==> src/rtl/alu_mult_sequencer_if.sv <==
// Bundle between the multiply sequencer, its requester and the shared ALU.
// The sequencer uses the slave view; the requester/ALU side uses the master view.
interface alu_mult_sequencer_if #(
    parameter int N = 64
);
    logic         start;
    logic [N-1:0] multiplicand;
    logic [N-1:0] multiplier;
    logic         busy;
    logic         done;
    logic [N-1:0] product;
    logic         ovf;
    logic [N-1:0] alu_A;
    logic [N-1:0] alu_B;
    logic [4:0]   alu_FS;
    logic         alu_C0;
    logic [N-1:0] alu_F;
    logic [3:0]   alu_status;

    modport slave (
        input  start, multiplicand, multiplier, alu_F, alu_status,
        output busy, done, product, ovf, alu_A, alu_B, alu_FS, alu_C0
    );

    modport master (
        output start, multiplicand, multiplier, alu_F, alu_status,
        input  busy, done, product, ovf, alu_A, alu_B, alu_FS, alu_C0
    );
endinterface

==> src/rtl/alu_mult_sequencer.sv <==
// Shift-and-add unsigned multiplier that borrows the shared LEGv8 ALU.
// One ADD cycle per set multiplier bit, one SHIFT cycle per bit position up to
// the highest set bit. Low N bits of the product plus a sticky overflow flag.
module alu_mult_sequencer #(
    parameter int         N      = 64,
    parameter logic [4:0] FS_ADD = 5'b01000,
    parameter logic [4:0] FS_SHL = 5'b10000
) (
    input  logic                 clock,
    input  logic                 reset_n,
    alu_mult_sequencer_if.slave  bus
);

    typedef enum logic [1:0] {IDLE, ADD, SHIFT, DONE} state_t;

    state_t       state;
    logic [N-1:0] acc;
    logic [N-1:0] mcand;
    logic [N-1:0] mplr;
    logic         ovf_acc;
    logic         busy_q;
    logic         done_q;
    logic [N-1:0] product_q;
    logic         ovf_q;

    logic [N-1:0] mplr_sh;
    logic [N-1:0] alu_a;
    logic [N-1:0] alu_b;
    logic [4:0]   alu_fs;

    // Only the carry bit of the ALU status matters for unsigned overflow.
    logic         unused_status;
    assign unused_status = ^{bus.alu_status[3], bus.alu_status[1:0]};

    assign mplr_sh = mplr >> 1;

    // ALU operand/function mux; the ALU is left at zero unless we own it.
    always_comb begin
        alu_a  = '0;
        alu_b  = '0;
        alu_fs = '0;
        case (state)
            ADD: begin
                alu_a  = acc;
                alu_b  = mcand;
                alu_fs = FS_ADD;
            end
            SHIFT: begin
                alu_a  = mcand;
                alu_b  = {{(N-1){1'b0}}, 1'b1};
                alu_fs = FS_SHL;
            end
            default: ;
        endcase
    end

    // Controller FSM with registered status/result outputs.
    always_ff @(posedge clock) begin
        if (!reset_n) begin
            state     <= IDLE;
            acc       <= '0;
            mcand     <= '0;
            mplr      <= '0;
            ovf_acc   <= 1'b0;
            busy_q    <= 1'b0;
            done_q    <= 1'b0;
            product_q <= '0;
            ovf_q     <= 1'b0;
        end else begin
            case (state)
                // DONE accepts a new request exactly like IDLE so ops can chain.
                IDLE, DONE: begin
                    state  <= IDLE;
                    busy_q <= 1'b0;
                    done_q <= 1'b0;
                    if (bus.start) begin
                        acc     <= '0;
                        mcand   <= bus.multiplicand;
                        mplr    <= bus.multiplier;
                        ovf_acc <= 1'b0;
                        if (bus.multiplier == '0) begin
                            state     <= DONE;
                            done_q    <= 1'b1;
                            product_q <= '0;
                            ovf_q     <= 1'b0;
                        end else begin
                            busy_q <= 1'b1;
                            state  <= bus.multiplier[0] ? ADD : SHIFT;
                        end
                    end
                end
                ADD: begin
                    acc     <= bus.alu_F;
                    ovf_acc <= ovf_acc | bus.alu_status[2];
                    state   <= SHIFT;
                end
                SHIFT: begin
                    mcand   <= bus.alu_F;
                    mplr    <= mplr_sh;
                    // A set MSB falling off while multiplier bits remain means
                    // a later partial product would exceed N bits.
                    ovf_acc <= ovf_acc | (mcand[N-1] & (mplr_sh != '0));
                    if (mplr_sh == '0) begin
                        state     <= DONE;
                        busy_q    <= 1'b0;
                        done_q    <= 1'b1;
                        product_q <= acc;
                        ovf_q     <= ovf_acc;
                    end else begin
                        state <= mplr[1] ? ADD : SHIFT;
                    end
                end
                default: state <= IDLE;
            endcase
        end
    end

    assign bus.busy    = busy_q;
    assign bus.done    = done_q;
    assign bus.product = product_q;
    assign bus.ovf     = ovf_q;
    assign bus.alu_A   = alu_a;
    assign bus.alu_B   = alu_b;
    assign bus.alu_FS  = alu_fs;
    assign bus.alu_C0  = 1'b0;

endmodule

==> src/flat_wrapper.sv <==
// flat-port wrapper written by rule: the top's interface ports become plain ports
module alu_mult_sequencer_flat 
#(
    parameter int         N      = 64,
    parameter logic [4:0] FS_ADD = 5'b01000,
    parameter logic [4:0] FS_SHL = 5'b10000
)
  (clock, reset_n, bus_start, bus_multiplicand, bus_multiplier, bus_alu_F, bus_alu_status, bus_busy, bus_done, bus_product, bus_ovf, bus_alu_A, bus_alu_B, bus_alu_FS, bus_alu_C0);
  alu_mult_sequencer_if #(.N(N)) bus_i ();
  input  logic clock;
  input  logic reset_n;
  input wire logic [$bits(bus_i.start)-1:0] bus_start;
  input wire logic [$bits(bus_i.multiplicand)-1:0] bus_multiplicand;
  input wire logic [$bits(bus_i.multiplier)-1:0] bus_multiplier;
  input wire logic [$bits(bus_i.alu_F)-1:0] bus_alu_F;
  input wire logic [$bits(bus_i.alu_status)-1:0] bus_alu_status;
  output wire logic [$bits(bus_i.busy)-1:0] bus_busy;
  output wire logic [$bits(bus_i.done)-1:0] bus_done;
  output wire logic [$bits(bus_i.product)-1:0] bus_product;
  output wire logic [$bits(bus_i.ovf)-1:0] bus_ovf;
  output wire logic [$bits(bus_i.alu_A)-1:0] bus_alu_A;
  output wire logic [$bits(bus_i.alu_B)-1:0] bus_alu_B;
  output wire logic [$bits(bus_i.alu_FS)-1:0] bus_alu_FS;
  output wire logic [$bits(bus_i.alu_C0)-1:0] bus_alu_C0;
  assign bus_i.start = bus_start;
  assign bus_i.multiplicand = bus_multiplicand;
  assign bus_i.multiplier = bus_multiplier;
  assign bus_i.alu_F = bus_alu_F;
  assign bus_i.alu_status = bus_alu_status;
  assign bus_busy = bus_i.busy;
  assign bus_done = bus_i.done;
  assign bus_product = bus_i.product;
  assign bus_ovf = bus_i.ovf;
  assign bus_alu_A = bus_i.alu_A;
  assign bus_alu_B = bus_i.alu_B;
  assign bus_alu_FS = bus_i.alu_FS;
  assign bus_alu_C0 = bus_i.alu_C0;
  alu_mult_sequencer #(.N(N), .FS_ADD(FS_ADD), .FS_SHL(FS_SHL)) u_core (.clock(clock), .reset_n(reset_n), .bus(bus_i));
endmodule
==> config.mk <==
export PLATFORM = sky130hd
export DESIGN_NAME = alu_mult_sequencer_flat
export DESIGN_NICKNAME = d
export VERILOG_FILES = /design/src/rtl/alu_mult_sequencer_if.sv /design/src/rtl/alu_mult_sequencer.sv /design/src/flat_wrapper.sv
export SDC_FILE = /design/constraint.sdc
export NUM_CORES = 1
export LEC_CHECK = 0
export ABC_AREA = 1
export CORE_MARGIN = 8
export CORE_UTILIZATION = 51
export DETAILED_ROUTE_END_ITERATION = 6
export GPL_TIMING_DRIVEN = 0
export HOLD_SLACK_MARGIN = 0.12
export PLACE_DENSITY = 0.83
export SETUP_SLACK_MARGIN = 0.05
export SLEW_MARGIN = 20
export SYNTH_ARGS = -nofsm -noshare
export SYNTH_HDL_FRONTEND = slang
export SYNTH_SLANG_ARGS = --single-unit
==> constraint.sdc <==
create_clock -name clock -period 2.8 [get_ports clock]
set_input_delay 0.42 -clock clock [delete_from_list [all_inputs] [get_ports clock]]
set_output_delay 0.42 -clock clock [all_outputs]
set_load 0.01 [all_outputs]
==> results.ini, run 1 <==
[sta]
whs_ps = 436.0
period_minus_slack_ps = 2693
max_freq_mhz = 371.3
tightest_slew_ps = 851.0
rsz0062_at_grt = yes
finalHoldViolations = 0
finalCritPeriodShare_pct = 96.19
skew_ps = 19.02
setup_viol_count_final = 0
drv_slew = 0
slew_headroom_pct = 43.26

[placed_design]
dp_cells = 2729
dpl_cell_area_um2 = 17080
port_buffers = 392
dpl.hpwl_mm = 41.25
place_congestion = 0.9791

[worst_hold_path]
min_from = bus_multiplicand[31]
holdPathStages = 3
min_to = u_core.mcand[31]
hold_class = primary input to flop

[detailed_routing]
drc = 0
dr.pass1.iters = 6
vias = 15183
viasPerCell = 5.460
routed_wl_mm = 53.70
wl_per_cell_um = 19.31
ant_nets = 0
drtIter0Drc = 1682

[layout]
nFillCells = 2061
fin_util_pct = 73.44
fin_cells = 2781
drive_above_1_share_pct = 9.436
layout.nets = 2630
final_area_um2 = 18230
area_growth_pct = 43.19

[synthesis]
netlist_instances = 2004
async_reset_ff_share_pct = 0
yosys.area.top_type = dfxtp_1
synth_top_area_share_pct = 41.05
yosys_warnings = 0
ys.flop_type = dfxtp_1
synth_area_leaders = dfxtp_1 (41%), nand2_1 (18%), o21ai_0 (9.0%)
synth_edf_count = 0
ys_top_cells_by_count = nand2_1 (594), nor2_1 (283), dfxtp_1 (261), o21ai_0 (230), inv_1 (191)
synth_seq_area_share_pct = 41.05
syn_area_per_cell_um2 = 6.352
synth.distinct_cells = 22
yosysMostFrequentCell = nand2_1
ys_ff_latch = 261
synthesis.area_um2 = 12730

[clocking]
cts_htree_levels = 1
cts_buffers = 28
clkSinkCount = 261
postCtsHoldBufs = 0
clock_path_buffers = 3
cts_tree = yes
insertion_delay_ps = 550
path_clk_slew_ps = 70
clock-root-buffer = clkbuf_16

[setup_path]
crit_required_ps = 2380
r2r_slack_ps = 530
crit_fanout = 10
reg2reg_to = u_core.mcand[43]
r2r-start = u_core.state[0]
critPathLaunchType = flop
critPathKind = flop to output port
arrival_ps = 2270
rr_worst_depth = 7
crit_path_end_kind = output port

[grt]
grt_pass1_wl_mm = 82.39
gr-usage-all-layers_pct = 33.69
grt_max_degree = 14
antenna_found_initial = 3
grt.overflow.total = 0
grt_pass1_vias = 15000

[power]
leakage_nw = 7.946
peakVddDrop_v = 0.0003475
power_density_nw_per_um2 = 531.8

[die]
ios = 400
start_util_pct = 51.29
core_um2 = 24820
die_h_um = 174.0
die_w_um = 174.0
num_rows = 58
floorplan.die_area_um2 = 30270

[status]
status = complete, no violations

[job]
maxCapViolations = 0

==> cell usage in the layout (no fill, tap or decap), drive strengths merged <==
| cell type | netlist | layout |
|---|---|---|
| bufinv | 0 | 3 |
| o21ai | 230 | 230 |
| nor2 | 284 | 284 |
| diode | 0 | 3 |
| clkbuf | 102 | 150 |
| nor2b | 1 | 1 |
| clkinv | 1 | 6 |
| clkdlybuf4s15 | 0 | 42 |
| dfxtp | 261 | 261 |
| conb | 1 | 4 |
| clkdlybuf4s50 | 0 | 264 |
| nand4 | 37 | 37 |
| a31oi | 127 | 127 |
| a21oi | 67 | 67 |
| dlygate4sd2 | 0 | 52 |
| clkinvlp | 0 | 1 |
| nand3 | 32 | 32 |
| nand2 | 595 | 595 |
| ha | 2 | 2 |
| inv | 207 | 207 |
| buf | 57 | 83 |
==> sequential cells by signal, summed over array words and instances, names as in the netlist <==
register / cells
u_core.acc: 64
u_core.mcand: 64
u_core.state: 2
u_core.bus.busy: 1
u_core.mplr: 63
u_core.bus.done: 1
u_core.bus.product: 64
u_core.bus.ovf: 1
u_core.ovf_acc: 1
==> timing repair <==
| item | 4_1_cts | 5_1_grt |
|---|---|---|
| pin swaps | 0 | 1 |
| cloned | 0 | 0 |
| resized for setup | 426 | 34 |
| buffers inserted | 0 | 1 |
| setup endpoints to repair | 128 | 105 |
==> power breakdown <==
part | switching (mW) | internal (mW) | total [mW]
Combinational | 0.967 | 0.644 | 1.61
Clock | 1.55 | 2.36 | 3.91
Sequential | 0.182 | 3.99 | 4.17
Total | 2.70 | 6.99 | 9.69
==> routing by layer <==
metal | global-route usage (%) | part of all wire [%]
met5 | 0 | 0
met4 | 17.10 | 5.1
met3 | 6.878 | 10
met2 | 56.84 | 47
met1 | 40.11 | 38
==> worst max-delay path by stage <==
stage | from | endpoint | cells after the start
3_5_place_dp | u_core.state[0] | bus_alu_A[24] | 8
4_1_cts | u_core.state[0] | bus_alu_B[44] | 8
5_1_grt | u_core.state[0] | bus_alu_B[53] | 8
2_1_floorplan | u_core.state[0] | bus_alu_A[33] | 7
6_report | u_core.state[0] | bus_alu_B[55] | 8
3_3_place_gp | u_core.state[0] | bus_alu_A[56] | 8
==> cell type report <==
cell class | instances | area (µm²) | area share (%)
antenna | 3 | 7.507 | 0.04119
clock inverter | 9 | 122.6 | 0.6728
sequential | 261 | 5225 | 28.67
timing repair buffer | 393 | 3741 | 20.53
buffer | 158 | 910.9 | 4.998
clock buffer | 40 | 847.1 | 4.647
multi-input combinational | 1379 | 6178 | 33.90
inverter | 208 | 780.7 | 4.284
tap | 330 | 412.9 | 2.265
==> worst max-delay path, stage by stage (launching register included) <==
cell             delay (ps)
dfxtp_1                 330
inv_1                    80
ha_4                    280
nor2_4                  130
inv_1                    90
clkbuf_8                210
clkbuf_8                200
nor2_2                  150
clkdlybuf4s15_2         250
==> through the flow <==
stage          setup WS, ps  setup TNS (ps)  power, mW
2_1_floorplan         755.4               0      5.026
3_3_place_gp         -466.1          -31120      5.731
3_5_place_dp         -532.6          -32710      5.772
4_1_cts               53.64               0      9.619
5_1_grt               48.52               0      9.997
6_report              106.6               0      9.693
==> cells by family (layout without fill, tap and decap cells) <==
family                     Yosys count  in the layout  share of synthesized area (%)
other                                1              7                        0.02946
DFF                                261            261                          41.05
and+or+nand+nor                    949            949                          29.13
buffers and inverters              367            808                          11.68
AOI/OAI and AO/OA                  424            424                          17.92
adders and majority gates            2              2                         0.1966
Note: power is estimated with default switching activity, not from simulation.
==> inputs of run 2 (changes only) <==
--- a/config.mk
+++ b/config.mk
@@ -7,11 +7,13 @@
 export LEC_CHECK = 0
 export ABC_AREA = 1
 export CORE_MARGIN = 8
-export CORE_UTILIZATION = 51
+export CORE_UTILIZATION = 52
+export CTS_BUF_LIST = sky130_fd_sc_hd__clkbuf_2 sky130_fd_sc_hd__clkbuf_4 sky130_fd_sc_hd__clkbuf_8
 export DETAILED_ROUTE_END_ITERATION = 6
 export GPL_TIMING_DRIVEN = 0
 export HOLD_SLACK_MARGIN = 0.12
-export PLACE_DENSITY = 0.83
+export MAX_ROUTING_LAYER = met4
+export PLACE_DENSITY = 0.84
 export SETUP_SLACK_MARGIN = 0.05
 export SLEW_MARGIN = 20
 export SYNTH_ARGS = -nofsm -noshare
==> run 2 against run 1 <==
  * Sequential cell count unchanged
  * Cell count up 1.2%
  * Register-to-register slack worse by 150 ps
  * Highest routed layer unchanged
==> results.ini, run 2 (synthesized netlist as in run 1, its figures left out) <==
[die]
num_rows = 57  ; -1.7%
core_um2 = 24180  ; -2.6%
die_h_um = 172.5  ; -0.88%
floorplan.die_area_um2 = 29740  ; -1.7%
ios = 400  ; unchanged
start_util_pct = 52.65  ; +1.4 points
die_w_um = 172.5  ; -0.88%

[clocking]
postCtsHoldBufs = 0  ; unchanged
clock-root-buffer = clkbuf_8
clock_path_buffers = 3  ; unchanged
cts_buffers = 44  ; +57%
cts_htree_levels = 2  ; +1
cts_tree = yes
insertion_delay_ps = 580  ; +30 ps
clkSinkCount = 261  ; unchanged
path_clk_slew_ps = 60  ; about the same

[grt]
gr-usage-all-layers_pct = 35.85  ; +2.2 points
grt_pass1_wl_mm = 80.74  ; -2.0%
grt_pass1_vias = 15013  ; +0.087%
grt_max_degree = 12  ; -2
antenna_found_initial = 5  ; +2
grt.overflow.total = 0  ; unchanged

[setup_path]
reg2reg_to = u_core.mcand[37]
crit_fanout = 10  ; unchanged
critPathLaunchType = flop
crit_required_ps = 2380  ; about the same
critPathKind = flop to output port
crit_path_end_kind = output port
r2r_slack_ps = 380  ; -150 ps
r2r-start = u_core.state[0]
rr_worst_depth = 8  ; +1
arrival_ps = 2280  ; about the same

[placed_design]
dp_slack_ps = -655.0  ; -122.3 ps
place_congestion = 0.9418  ; -3.8%
dpl.hpwl_mm = 40.87  ; -0.91%
port_buffers = 392  ; unchanged

[worst_hold_path]
hold_class = primary input to flop
min_to = u_core.mcand[6]
min_from = bus_multiplicand[6]
holdPathStages = 3  ; unchanged

[power]
combPwrFrac_pct = 17.2  ; +0.6 points
switching_power_mw = 2.763  ; +2.3%
switching_share_pct = 29.34  ; +1.5 points
clkPwrFrac_pct = 38.5  ; -1.9 points
leakage_nw = 8.041  ; +1.2%
p_int_mw = 6.653  ; -4.8%
seq_power_share_pct = 44.3  ; +1.3 points
power_density_nw_per_um2 = 518.7  ; -2.5%
peakVddDrop_v = 0.0002973  ; -14%

[sta]
drv_slew = 0  ; unchanged
setup_viol_count_final = 0  ; unchanged
skew_ps = 25.08  ; +6.060 ps
tightest_slew_ps = 947.9  ; +96.89 ps
slew_headroom_pct = 36.81  ; -6.5 points
rsz0062_at_grt = yes
max_freq_mhz = 370.6  ; -0.19%
setup_ws_ps = 101.5  ; -5.073 ps
finalHoldViolations = 0  ; unchanged
finalCritPeriodShare_pct = 96.37  ; +0.18 points
period_minus_slack_ps = 2698  ; +5.073 ps
setup_tns_ps = 0  ; unchanged

[detailed_routing]
wl_per_cell_um = 19.16  ; -0.79%
maxUsedRoutingLayer = met4
wl_met1_mm = 20.47  ; +0.58%
met3_length_mm = 5.332  ; -0.74%
wl_met2_mm = 25.40  ; +0.67%
routed_wl_mm = 53.91  ; +0.39%
drc = 0  ; unchanged
drtIter0Drc = 1623  ; -3.5%
viasPerCell = 5.488  ; +0.52%
vias = 15443  ; +1.7%
ant_nets = 0  ; unchanged
dr.pass1.iters = 6  ; unchanged

[status]
status = complete, no violations

[layout]
drive_above_1_share_pct = 10.27  ; +0.83 points
layout.nets = 2650  ; +0.76%
nFillCells = 2011  ; -2.4%
area_growth_pct = 42.61
layout_commonest_cell = nand2_1
final_cell_mix = nand2_1 (594), nor2_1 (277), clkdlybuf4s50_1 (264), dfxtp_1 (259), o21ai_0 (199)

[job]
maxCapViolations = 0  ; unchanged

-- run 2: changes by cell type in the layout (fill, tap and decap cells not counted), moves of 8 or more --
cell,previous run,this run
clkbuf_8,16,63
clkbuf_16,33,3
clkbuf_4,4,24
clkdlybuf4s15_2,36,21
dlygate4sd2_1,52,66
clkbuf_2,11,24
buf_2,55,47
o21ai_0,191,199
-- run 2: critical path: stages, from the launching register on --
cell and delay [ps]:
dfxtp_2 330, inv_2 70, ha_4 130, buf_2 150, inv_2 80, nor2_4 100
inv_2 80, clkbuf_16 170, clkbuf_8 170, o21ai_0 190, clkdlybuf4s15_2 260
-- run 2: final cells by class --
| class | instances | area, µm² | area share [%] |
|---|---|---|---|
| Multi-Input combinational cell | 1379 | 6157 | 33.92 |
| Sequential cell | 261 | 5228 | 28.80 |
| Timing Repair Buffer | 396 | 3724 | 20.51 |
| Buffer | 159 | 905.9 | 4.990 |
| Clock buffer | 74 | 899.6 | 4.956 |
| Inverter | 208 | 780.7 | 4.301 |
| Tap cell | 324 | 405.4 | 2.233 |
| Clock inverter | 6 | 35.03 | 0.1930 |
| Antenna cell | 7 | 17.52 | 0.09650 |
-- run 2: worst max path at each step --
stage                     to  slack, ps       startpoint  cells after the start
2_1_floorplan  bus_alu_A[33]        760  u_core.state[0]                      7
3_3_place_gp   bus_alu_A[23]       -600  u_core.state[0]                      8
3_5_place_dp   bus_alu_A[23]       -650  u_core.state[0]                      8
4_1_cts        bus_alu_B[58]         40  u_core.state[0]                      8
5_1_grt        bus_alu_A[57]         40  u_core.state[0]                     10
6_report       bus_alu_A[12]        100  u_core.state[0]                     10
-- run 2: power by group through the flow --
stage          sequential (mW)  combinational, mW  clock [mW]
4_1_cts                   4.16               1.58        3.60
3_3_place_gp              4.23               1.51           0
2_1_floorplan             4.19              0.836           0
3_5_place_dp              4.24               1.54           0
5_1_grt                   4.20               1.77        3.77
6_report                  4.17               1.62        3.62
-- run 2: per-stage QoR --
stage / cells / utilization, % / cell area [µm²] / hold slack (ps) / power (mW)
CTS: 2804 / 75.43 / 18240 / 424.5 / 9.339
global route: 2812 / 75.06 / 18150 / 437.8 / 9.734
detailed placement: 2723 / 70.60 / 17070 / 472.9 / 5.780
finish: 2814 / 75.08 / 18150 / 421.3 / 9.416
global placement: 2723 / 70.60 / 17070 / 455.5 / 5.737
floorplan: 2007 / - / 12740 / 457.2 / 5.026
-- run 2: timing repair --
action / in CTS / in global routing
gates resized for setup: 329 / 87
cloned: 0 / 1
buffers inserted: 1 / 2
pin swaps: 1 / 0
endpoints found under the setup margin: 128 / 112
-- run 2: metal layers --
layer  up-vias  GRT usage [%]
li1       7279              -
met1      7096          42.22
met2       902          58.18
met4         0          18.82
met3       166          6.050
met5         -              -
==> inputs of run 3 (changes only) <==
--- a/config.mk
+++ b/config.mk
@@ -7,13 +7,12 @@
 export LEC_CHECK = 0
 export ABC_AREA = 1
 export CORE_MARGIN = 8
-export CORE_UTILIZATION = 52
-export CTS_BUF_LIST = sky130_fd_sc_hd__clkbuf_2 sky130_fd_sc_hd__clkbuf_4 sky130_fd_sc_hd__clkbuf_8
+export CORE_UTILIZATION = 51
 export DETAILED_ROUTE_END_ITERATION = 6
 export GPL_TIMING_DRIVEN = 0
 export HOLD_SLACK_MARGIN = 0.12
 export MAX_ROUTING_LAYER = met4
-export PLACE_DENSITY = 0.84
+export PLACE_DENSITY = 0.83
 export SETUP_SLACK_MARGIN = 0.05
 export SLEW_MARGIN = 20
 export SYNTH_ARGS = -nofsm -noshare
==> run 3 against run 2 <==
  * Clock power grew 4%
  * First-iteration DRC count shrank 8.3%
  * Via count decreased by 0.73%
  * Largest cell class unchanged
  * Highest routed layer unchanged
==> results.ini, run 3 (synthesized netlist as in run 1, its figures left out) <==
[clocking]
clkSinkCount = 261  ; unchanged
insertion_delay_ps = 550  ; -30 ps
cts_htree_levels = 1  ; -1
clock-root-buffer = clkbuf_16
path_clk_slew_ps = 60  ; about the same
postCtsHoldBufs = 0  ; unchanged
clock_path_buffers = 3  ; unchanged
cts_buffers = 28  ; -36%
cts_tree = yes

[power]
switching_power_mw = 2.714  ; -1.8%
switching_share_pct = 28.50  ; -0.85 points
leakage_nw = 7.990  ; -0.62%
peakVddDrop_v = 0.0004626  ; +56%
combPwrFrac_pct = 16.9  ; -0.3 points
clkPwrFrac_pct = 39.3  ; +0.8 points
p_int_mw = 6.809  ; +2.4%
seq_power_share_pct = 43.8  ; -0.5 points
power_density_nw_per_um2 = 528.8  ; +1.9%

[setup_path]
arrival_ps = 2300  ; +20 ps
crit_required_ps = 2380  ; about the same
critPathLaunchType = flop
critPathKind = flop to output port
critPathLaunch = u_core.state[0]
crit_path_end_kind = output port
crit_fanout = 10  ; unchanged
r2r-start = u_core.state[0]

[placed_design]
port_buffers = 392  ; unchanged
place_congestion = 0.9809  ; +4.2%
dpl.hpwl_mm = 41.61  ; +1.8%
dpl_cell_area_um2 = 17080  ; about the same
dp_slack_ps = -485.1  ; +169.8 ps

[die]
core_um2 = 24820  ; +2.7%
num_rows = 58  ; +1.8%
ios = 400  ; unchanged
floorplan.die_area_um2 = 30270  ; +1.8%
start_util_pct = 51.29  ; -1.4 points
die_w_um = 174.0  ; +0.88%
die_h_um = 174.0  ; +0.88%

[grt]
grt_pass1_vias = 14987  ; -0.17%
grt.overflow.total = 0  ; unchanged
antenna_found_initial = 4  ; -1
grt_pass1_wl_mm = 82.44  ; +2.1%
grt_max_degree = 14  ; +2
gr-usage-all-layers_pct = 34.70  ; -1.2 points

[sta]
max_freq_mhz = 367.5  ; -0.82%
period_minus_slack_ps = 2721  ; +22.28 ps
skew_ps = 11.24  ; -13.84 ps
slew_headroom_pct = 37.98  ; +1.2 points
setup_ws_ps = 79.26  ; -22.28 ps
drv_slew = 0  ; unchanged
finalCritPeriodShare_pct = 97.17  ; +0.80 points
tightest_slew_ps = 930.3  ; -17.57 ps
rsz0062_at_grt = yes
setup_viol_count_final = 0  ; unchanged
finalHoldViolations = 0  ; unchanged

[detailed_routing]
met3_length_mm = 5.202  ; -2.4%
maxUsedRoutingLayer = met4
vias = 15330  ; -0.73%
viasPerCell = 5.503  ; +0.27%
ant_nets = 0  ; unchanged
drc = 0  ; unchanged
wl_met2_mm = 25.01  ; -1.5%
routed_wl_mm = 53.94  ; about the same
drtIter0Drc = 1488  ; -8.3%
wl_met1_mm = 20.89  ; +2.0%
dr.pass1.iters = 5  ; -1
wl_per_cell_um = 19.36  ; +1.1%

[worst_hold_path]
min_from = bus_multiplicand[38]
hold_class = primary input to flop

[layout]
area_growth_pct = 41.48
fin_util_pct = 72.56  ; -2.5 points
final_area_um2 = 18010  ; -0.79%
drive_above_1_share_pct = 9.469  ; -0.80 points
layout.nets = 2632  ; -0.68%
final_cell_mix = nand2_1 (594), nor2_1 (271), clkdlybuf4s50_1 (264), dfxtp_1 (261), inv_1 (189)
layout_commonest_cell = nand2_1

[job]
maxCapViolations = 0  ; unchanged

[status]
status = complete, no violations

run 3: power groups by stage:
| stage | clock, mW | sequential [mW] | combinational, mW |
|---|---|---|---|
| after global placement | 0 | 4.23 | 1.50 |
| after CTS | 3.72 | 4.16 | 1.57 |
| after global routing | 3.88 | 4.20 | 1.75 |
| after floorplan | 0 | 4.19 | 0.836 |
| final | 3.75 | 4.17 | 1.61 |
| after detailed placement | 0 | 4.24 | 1.53 |
run 3: worst paths after layout:
path	cells after the start	to	slack [ps]
min reg2reg	2	u_core.mplr[22]	490
min	3	u_core.mcand[38]	440
max reg2reg	8	u_core.mcand[42]	380
max	8	bus_alu_A[44]	80
run 3: per-stage QoR:
step | hold slack (ps) | power, mW | cells | setup TNS [ps]
after floorplan | 457.2 | 5.026 | 2007 | 0
final | 441.2 | 9.523 | 2786 | 0
after detailed placement | 462.8 | 5.769 | 2729 | -32550
after CTS | 435.8 | 9.451 | 2779 | 0
after global routing | 460.2 | 9.829 | 2785 | 0
after global placement | 459.1 | 5.730 | 2729 | -31590
run 3: final cells by class:
class | instances | area (µm²)
Inverter | 208 | 780.7
Clock inverter | 8 | 71.32
Sequential cell | 261 | 5225
Tap cell | 330 | 412.9
Clock buffer | 41 | 850.8
Fill cell | 2128 | 6810
Timing Repair Buffer | 394 | 3608
Multi-Input combinational cell | 1379 | 6190
Antenna cell | 6 | 15.01
Buffer | 159 | 854.6
run 3: layer usage:
| metal | vias up | GRT usage (%) |
|---|---|---|
| met5 | - | - |
| met3 | 185 | 5.554 |
| met4 | 0 | 17.35 |
| met1 | 7008 | 41.09 |
| li1 | 7229 | - |
| met2 | 908 | 56.66 |
run 3: repair_timing:
action,CTS,global route
pin swaps,0,1
setup buffers,0,1
endpoints found under the setup margin,128,108
gates cloned,1,0
gates resized for setup,375,90
run 3: worst max-delay path: stages, from the launching register on:
cell,delay (ps)
dfxtp_1,350
inv_1,80
ha_4,280
nor2_4,160
clkbuf_8,210
clkbuf_4,240
nand2_1,90
o21ai_1,100
clkdlybuf4s15_2,240
